--- config.mk ---
export PLATFORM = sky130hd
export DESIGN_NAME = mem_port_arbiter
export DESIGN_NICKNAME = d
export VERILOG_FILES = /design/src/rtl/mem_port_arbiter_pkg.sv /design/src/rtl/mem_port_arbiter.sv
export SDC_FILE = /design/constraint.sdc
export NUM_CORES = 1
export LEC_CHECK = 0
export ABC_CLOCK_PERIOD_IN_PS = 1000
export CORE_AREA = 5 5 105 107
export CTS_BUF_LIST = sky130_fd_sc_hd__clkbuf_4 sky130_fd_sc_hd__clkbuf_8 sky130_fd_sc_hd__clkbuf_16
export CTS_CLUSTER_DIAMETER = 100
export DETAILED_ROUTE_END_ITERATION = 12
export DIE_AREA = 0 0 110 112
export GPL_ROUTABILITY_DRIVEN = 0
export MAX_ROUTING_LAYER = met4
export PLACE_DENSITY = 0.65
export SKIP_LAST_GASP = 1
export SYNTH_ARGS = -nofsm -noshare
export SYNTH_HDL_FRONTEND = slang
export SYNTH_SLANG_ARGS = --single-unit
--- constraint.sdc ---
create_clock -name clk -period 1 [get_ports clk]
set_input_delay 0.15 -clock clk [delete_from_list [all_inputs] [get_ports clk]]
set_output_delay 0.15 -clock clk [all_outputs]
set_load 0.02 [all_outputs]
--- src/rtl/mem_port_arbiter_pkg.sv ---
// rtl/mem_port_arbiter_pkg.sv - state and owner codes for the shared memory port arbiter
package mem_port_arbiter_pkg;

  typedef logic [1:0] arb_state_t;

  localparam arb_state_t ARB_IDLE = 2'd0;
  localparam arb_state_t ARB_REQ  = 2'd1;
  localparam arb_state_t ARB_WAIT = 2'd2;

  localparam logic ARB_OWN_IF  = 1'b0;
  localparam logic ARB_OWN_MEM = 1'b1;

endpackage

--- src/rtl/mem_port_arbiter.sv ---
// rtl/mem_port_arbiter.sv - shares one SRAM-like port between fetch and load/store, one transaction in flight
module mem_port_arbiter
  import mem_port_arbiter_pkg::*;
#(
  parameter int ADDR_W       = 32,
  parameter int DATA_W       = 32,
  parameter int STARVE_LIMIT = 4
) (
  input  logic                clk,
  input  logic                resetn,
  input  logic                inst_req,
  input  logic [ADDR_W-1:0]   inst_addr,
  output logic                inst_addr_ok,
  output logic                inst_data_ok,
  output logic [DATA_W-1:0]   inst_rdata,
  input  logic                data_req,
  input  logic                data_wr,
  input  logic [DATA_W/8-1:0] data_wstrb,
  input  logic [ADDR_W-1:0]   data_addr,
  input  logic [DATA_W-1:0]   data_wdata,
  output logic                data_addr_ok,
  output logic                data_data_ok,
  output logic [DATA_W-1:0]   data_rdata,
  output logic                mem_req,
  output logic                mem_wr,
  output logic [DATA_W/8-1:0] mem_wstrb,
  output logic [ADDR_W-1:0]   mem_addr,
  output logic [DATA_W-1:0]   mem_wdata,
  input  logic                mem_addr_ok,
  input  logic                mem_data_ok,
  input  logic [DATA_W-1:0]   mem_rdata
);

  localparam int CNT_W = $clog2(STARVE_LIMIT + 1);
  localparam logic [CNT_W-1:0] CNT_MAX = CNT_W'(STARVE_LIMIT);
  localparam logic [CNT_W-1:0] CNT_ONE = CNT_W'(1);

  arb_state_t       state;
  logic             owner;
  logic [CNT_W-1:0] starve_cnt;

  logic             grant;
  logic             grant_owner;
  logic [CNT_W-1:0] starve_nxt;

  // A data grant with inst pending only happens below CNT_MAX, so the increment saturates by construction.
  always_comb begin
    grant       = 1'b0;
    grant_owner = ARB_OWN_IF;
    starve_nxt  = starve_cnt;
    if (data_req && !(inst_req && starve_cnt == CNT_MAX)) begin
      grant       = 1'b1;
      grant_owner = ARB_OWN_MEM;
      if (inst_req) starve_nxt = starve_cnt + CNT_ONE;
    end else if (inst_req) begin
      grant       = 1'b1;
      grant_owner = ARB_OWN_IF;
      starve_nxt  = '0;
    end
  end

  always_ff @(posedge clk or negedge resetn) begin
    if (!resetn) begin
      state      <= ARB_IDLE;
      owner      <= ARB_OWN_IF;
      starve_cnt <= '0;
    end else begin
      case (state)
        ARB_IDLE: if (grant) begin
          state      <= ARB_REQ;
          owner      <= grant_owner;
          starve_cnt <= starve_nxt;
        end
        ARB_REQ:  if (mem_addr_ok) state <= ARB_WAIT;
        ARB_WAIT: if (mem_data_ok) state <= ARB_IDLE;
        default:  state <= ARB_IDLE;
      endcase
    end
  end

  logic in_req;
  logic in_wait;
  logic own_mem;

  assign in_req  = (state == ARB_REQ);
  assign in_wait = (state == ARB_WAIT);
  assign own_mem = (owner == ARB_OWN_MEM);

  assign mem_req   = in_req;
  assign mem_wr    = own_mem & data_wr;
  assign mem_wstrb = (own_mem && data_wr) ? data_wstrb : '0;
  assign mem_addr  = own_mem ? data_addr : inst_addr;
  assign mem_wdata = own_mem ? data_wdata : '0;

  // Handshake pulses outside their own state are protocol violations and are dropped here.
  assign inst_addr_ok = in_req & mem_addr_ok & ~own_mem;
  assign data_addr_ok = in_req & mem_addr_ok & own_mem;
  assign inst_data_ok = in_wait & mem_data_ok & ~own_mem;
  assign data_data_ok = in_wait & mem_data_ok & own_mem;

  assign inst_rdata = mem_rdata;
  assign data_rdata = mem_rdata;

endmodule

==> results of run 1 <==
cells in the mapped netlist:
cell type | n | area [um2]
nor2b_1 | 1 | 6.260
a32o_1 | 2 | 20.02
buf_2 | 4 | 20.02
nand4_1 | 1 | 6.260
and3_1 | 5 | 31.28
clkbuf_2 | 1 | 5.000
o311ai_1 | 1 | 8.760
nor2_1 | 2 | 7.510
o22ai_1 | 1 | 6.260
ha_1 | 2 | 25.02
mux2_2 | 14 | 157.7
a211oi_1 | 1 | 7.510
inv_1 | 3 | 11.26
mux2_4 | 18 | 270.3
buf_4 | 64 | 480.5
nor2b_4 | 1 | 13.76
nor3_1 | 2 | 10.01
nand2b_1 | 1 | 6.260
o21ai_0 | 3 | 15.01
nand3_1 | 1 | 5.000
nor3b_1 | 1 | 7.510
dfrtp_1 | 6 | 150.1
buf_6 | 3 | 33.78
nand2_1 | 4 | 15.01
nor3b_4 | 1 | 18.77
and2_1 | 33 | 206.5
sequential cells by signal, indices dropped and copies added (netlist names):
| name | flops |
|---|---|
| own_mem | 1 |
| starve_cnt | 3 |
| state | 2 |
layer usage:
layer  share of wire  up-vias  track usage
li1                -      818            -
met1            0.37      825       0.1154
met2            0.51      105       0.1938
met3            0.11       15      0.02493
met4           0.014        0      0.02078
met5               0        -            -
power breakdown:
| part | switching [uW] | total [uW] | internal, uW |
|---|---|---|---|
| clock network | 128 | 432 | 303 |
| registers | 139 | 500 | 360 |
| logic | 3380 | 8400 | 5020 |
logic make-up (layout without fill, tap and decap cells):
group | count (synthesis) | in the layout | synth area share
AO/OA/AOI/OAI | 8 | 8 | 0.03725
multiplexers | 32 | 32 | 0.2769
AND/OR/NAND/NOR | 53 | 53 | 0.2162
adder cells (fa/ha/maj) | 2 | 2 | 0.01619
buffers and inverters | 75 | 223 | 0.3563
flip-flops | 6 | 6 | 0.09716
area by class of cell:
cell class                 instances  area [um2]  area share
tap                              136       170.2     0.04494
sequential                         6       153.9     0.04065
clock buffer                       4       48.80     0.01289
timing repair buffer             216        2350      0.6206
inverter                           3       11.26    0.002974
multi-input combinational         95        1052      0.2779
worst max-delay path by stage:
stage | from | end | slack (ns) | cells past startpoint
final | own_mem | mem_addr[24] | -0.59 | 4
after global routing | own_mem | mem_addr[4] | -0.64 | 3
after CTS | own_mem | mem_addr[7] | -0.62 | 4
after detailed placement | own_mem | mem_addr[3] | -0.70 | 3
after global placement | mem_data_ok | inst_data_ok | -0.69 | 4
after floorplan | own_mem | mem_addr[13] | -0.12 | 3
through the flow:
stage                     cell area [um2]  setup WS, ns  TNS (ns)  hold WS (ns)  instances
final                                3786       -0.5904    -37.82        0.1675        460
after CTS                            3572       -0.6212    -40.21        0.1799        455
after floorplan                      1625       -0.1216    -4.243       -0.1456        176
after detailed placement             3153       -0.7015    -45.25        0.3002        430
after global placement               3153       -0.6866    -44.24        0.3002        430
after global routing                 3786       -0.6368    -41.16        0.1913        460
repair_timing:
action,CTS,global route
gates cloned,6,1
setup endpoints to repair,80,80
resized for setup,421,69
buffers inserted,15,8
pin swaps,8,6
==> flow_metrics.env, run 1 <==
export IMPL_status="complete, but fails checks"
export IMPL_regToRegSetupSlack_ns=-0.33
export IMPL_dp_hpwl_um=5316
export IMPL_worst_slack_ns=-0.5904
export IMPL_max_cap_viol_count=0
export IMPL_io_buffers=180
export IMPL_slew_violations=0
export IMPL_dieArea_um2=12320
export IMPL_fp_dieH_um=112
export IMPL_required_ns=0.85
export IMPL_power_uw=9330
export IMPL_cts_hold_fix_buffers=0
export IMPL_worstPathCellList="buf_12 -> buf_16 -> mux2_4 -> buf_6"
export IMPL_path_max_fanout=7
export IMPL_cts_root_buf="clkbuf_8"
export IMPL_synth_nets=317
export IMPL_ys_types=26
export IMPL_r2r_start="own_mem"
export IMPL_wl_per_cell_um=16.32
export IMPL_fin_skew_ns=0.006999
export IMPL_via_per_inst=3.833
export IMPL_violations="setup timing"
export IMPL_num_rows=37
export IMPL_grt_start_max_net_pins=15
export IMPL_pin_count=277
export IMPL_clk_latency_ns=0.23
export IMPL_die_w_um=110
export IMPL_drt_pre_antenna_iters=4
export IMPL_netlist_instances=176
export IMPL_syn2layout_area_growth_pct=145.0
export IMPL_ys_seq_elements=6
export IMPL_period_needed_ns=1.590
export IMPL_worst_r2r_endpoint="own_mem"
export IMPL_critPathLaunchType="register"
export IMPL_h_tree_depth=1
export IMPL_yosysSeqAreaShare=0.09717
export IMPL_grt_pass1_vias=1835
export IMPL_critical_path_top_delay_family="flip-flops"
export IMPL_final_util=0.3769
export IMPL_drive_above_1_share=0.6235
export IMPL_grtUsageTotal=0.1062
export IMPL_cts_buffer_depth=2
export IMPL_slowest_stage="dfrtp_2"
export IMPL_yosys_warnings=0
export IMPL_cellLeakagePower_uw=0.001690
export IMPL_cts_tree="done"
export IMPL_antenna_cells=0
export IMPL_drt_wl_total_um=7508
export IMPL_grt_pass1_wl_um=10040
export IMPL_slowest_delay_ns=0.46
export IMPL_powerDensity_nw_per_um2=2464
export IMPL_r2r_cells=5
export IMPL_num_fill_cells=995
export IMPL_fmax_ghz=0.6288
export IMPL_cp_num_buf_inv=3
export IMPL_initial_core_util=0.1538
export IMPL_cts_sinks=6
export IMPL_period_share=1.590
export IMPL_mostFrequentLayoutCell="clkdlybuf4s50_1"
export IMPL_detail_route_antenna_nets=0
export IMPL_rsz0062_at_grt="true"
export IMPL_drt_initial_drc_count=20
export IMPL_final_nets=466
export IMPL_placeableCoreArea_um2=10050
export IMPL_syn_cell_area_um2=1545
export IMPL_most_common_layout_cells="clkdlybuf4s50_1 (106), buf_6 (76), and2_4 (33)"
export IMPL_cp_end_kind="output pin"
export IMPL_relSlewSlack=0.8048
export IMPL_clk_pin_slew_ns=0.04
export IMPL_avgSynthCellArea_um2=8.780
export IMPL_holdCritPathClass="in2async"
export IMPL_drc=0
export IMPL_antenna_found_initial=0
export IMPL_irDropWorstVdd_mv=1.475
export IMPL_arrival_ns=1.44
export IMPL_hold_viol_final=0
export IMPL_setup_violations_final=79
export IMPL_vias=1763
export IMPL_cts_buffers=3
export IMPL_grt_overflow=0
export IMPL_critical_path_class="reg2out"
export IMPL_tightest_slew_ns=0.2919
Power figures use the tool's default switching activity.
==> inputs of run 2 (changes only) <==
--- a/config.mk
+++ b/config.mk
@@ -6,14 +6,14 @@
 export NUM_CORES = 1
 export LEC_CHECK = 0
 export ABC_CLOCK_PERIOD_IN_PS = 1000
-export CORE_AREA = 5 5 105 107
+export CORE_AREA = 2 2 108 110
 export CTS_BUF_LIST = sky130_fd_sc_hd__clkbuf_4 sky130_fd_sc_hd__clkbuf_8 sky130_fd_sc_hd__clkbuf_16
 export CTS_CLUSTER_DIAMETER = 100
 export DETAILED_ROUTE_END_ITERATION = 12
 export DIE_AREA = 0 0 110 112
 export GPL_ROUTABILITY_DRIVEN = 0
 export MAX_ROUTING_LAYER = met4
-export PLACE_DENSITY = 0.65
+export PLACE_DENSITY = 0.58
 export SKIP_LAST_GASP = 1
 export SYNTH_ARGS = -nofsm -noshare
 export SYNTH_HDL_FRONTEND = slang
==> run 2 against run 1 <==
The run still ends with setup timing left. Combinational power decreased by 12%. Critical path depth increased by 3. Hold slack improved by 0.0039 ns.
==> flow_metrics.env, run 2 (same netlist as run 1, synthesis figures left out) <==
export IMPL_grt_met2_usage=0.1796
export IMPL_period_share=1.693
export IMPL_die_w_um=110
export IMPL_clk_pin_slew_ns=0.04
export IMPL_via_per_inst=3.633
export IMPL_grt_pass1_vias=1757
export IMPL_grt_pass1_wl_um=9618
export IMPL_final_util=0.3329
export IMPL_pin_count=277
export IMPL_h_tree_depth=1
export IMPL_max_cap_viol_count=0
export IMPL_placeableCoreArea_um2=11170
export IMPL_antenna_found_initial=0
export IMPL_fin_skew_ns=0.004611
export IMPL_wl_per_cell_um=15.11
export IMPL_rsz0062_at_grt="true"
export IMPL_busiest_layer="met2"
export IMPL_drt_initial_drc_count=43
export IMPL_powerDensity_nw_per_um2=2314
export IMPL_grt_start_max_net_pins=29
export IMPL_finalSetupTns_ns=-41.62
export IMPL_num_fill_cells=1161
export IMPL_top_register="starve_cnt"
export IMPL_dp_worst_setup_slack_ns=-0.7676
export IMPL_setup_violations_final=79
export IMPL_critical_path_class="reg2out"
export IMPL_arrival_ns=1.54
export IMPL_initial_core_util=0.1383
export IMPL_cts_buffer_depth=2
export IMPL_vias=1675
export IMPL_mostFrequentLayoutCell="clkdlybuf4s50_1"
export IMPL_critPathLaunchType="register"
export IMPL_io_buffers=180
export IMPL_cts_root_buf="clkbuf_16"
export IMPL_final_seq_area_um2=153.9
export IMPL_grt_overflow=0
export IMPL_final_nets=460
export IMPL_antenna_cells=0
export IMPL_period_needed_ns=1.693
export IMPL_cts_hold_fix_buffers=0
export IMPL_dp_hpwl_um=5128
export IMPL_drc=0
export IMPL_fp_dieH_um=112
export IMPL_irDropWorstVdd_mv=1.383
export IMPL_violations="setup timing"
export IMPL_cp_end_kind="output pin"
export IMPL_most_common_layout_cells="clkdlybuf4s50_1 (106), buf_6 (57), and2_4 (31)"
export IMPL_grtUsageTotal=0.1035
export IMPL_status="complete, but fails checks"
export IMPL_required_ns=0.85
export IMPL_cts_tree="done"
export IMPL_clk_latency_ns=0.24
export IMPL_tightest_slew_ns=0.3056
export IMPL_cellLeakagePower_uw=0.001759
export IMPL_largest_reg_flops=3
export IMPL_drt_pre_antenna_iters=3
export IMPL_hold_viol_final=0
export IMPL_holdCritPathClass="in2async"
export IMPL_drive_above_1_share=0.5189
export IMPL_drt_wl_total_um=6965
export IMPL_cts_sinks=6
export IMPL_detail_route_antenna_nets=0
export IMPL_met3_usage=0.02225
export IMPL_fmax_ghz=0.5908
export IMPL_relSlewSlack=0.7956
export IMPL_slew_violations=0
export IMPL_num_rows=39
export IMPL_cts_buffers=3
export IMPL_multiInputGateArea_um2=1018
export IMPL_syn2layout_area_growth_pct=140.7
export IMPL_worst_slack_ns=-0.6926
export IMPL_dieArea_um2=12320
export IMPL_grtUsageMet1=0.1170
export IMPL_path_max_fanout=6
## run 2: cell count changes in the layout (fill, tap and decap cells not counted), moves of 3 or more
cell / before / now
buf_2: 10 / 0
clkbuf_16: 1 / 4
clkbuf_8: 3 / 0
mux2_4: 22 / 18
buf_6: 76 / 57
dlymetal6s2s_1: 0 / 19
mux2_2: 10 / 14
buf_12: 5 / 1
dlygate4sd2_1: 0 / 9
## run 2: metal layers
layer	part of all wire	up-vias
met1	0.35	762
li1	-	809
met2	0.51	90
met5	0	-
met4	0.015	0
met3	0.12	14
## run 2: final cells by class
type	instances	share of cell area
well taps	143	0.04810
clock buffers	4	0.02220
repair buffers	210	0.6115
multi-input cells	95	0.2738
inverters	3	0.003027
flip-flops and latches	6	0.04137
## run 2: path summary, 6_finish.rpt
kind | start | endpoint | slack [ns] | depth (start not counted)
setup / recovery | own_mem | inst_data_ok | -0.69 | 7
hold / removal | resetn | state[1] | 0.17 | 1
setup reg to reg | own_mem | own_mem | -0.47 | 7
hold reg to reg | starve_cnt[2] | starve_cnt[2] | 0.55 | 1
max in group asynchronous | resetn | state[0] | 0.58 | 1
min in group clk | mem_rdata[0] | data_rdata[0] | 0.30 | 0
## run 2: metrics by stage
| stage | area (um2) | instances | power, uW | hold WS (ns) |
|---|---|---|---|---|
| after detailed placement | 3172 | 438 | 6235 | 0.3002 |
| final | 3720 | 461 | 8606 | 0.1715 |
| after CTS | 3602 | 460 | 8574 | 0.1804 |
| after global placement | 3172 | 438 | 6188 | 0.3002 |
| after global routing | 3720 | 461 | 9094 | 0.1867 |
| after floorplan | 1625 | 176 | 4064 | -0.1456 |
## run 2: worst max-delay path: stages, from the launching register on
cell and delay [ns]:
dfrtp_2 0.42, buf_6 0.13, buf_6 0.12, buf_16 0.13, buf_6 0.11, buf_8 0.12, nor3_4 0.12, buf_6 0.14
## run 2: power breakdown
group	switching [uW]	internal, uW
registers	102	360
clock network	155	558
logic	3100	4330
## run 2: repair_timing
| action | in CTS | in global routing |
|---|---|---|
| setup endpoints to repair | 79 | 80 |
| resized for setup | 307 | 57 |
| cloned | 4 | 1 |
| pin swaps | 5 | 5 |
| setup buffers | 14 | 6 |
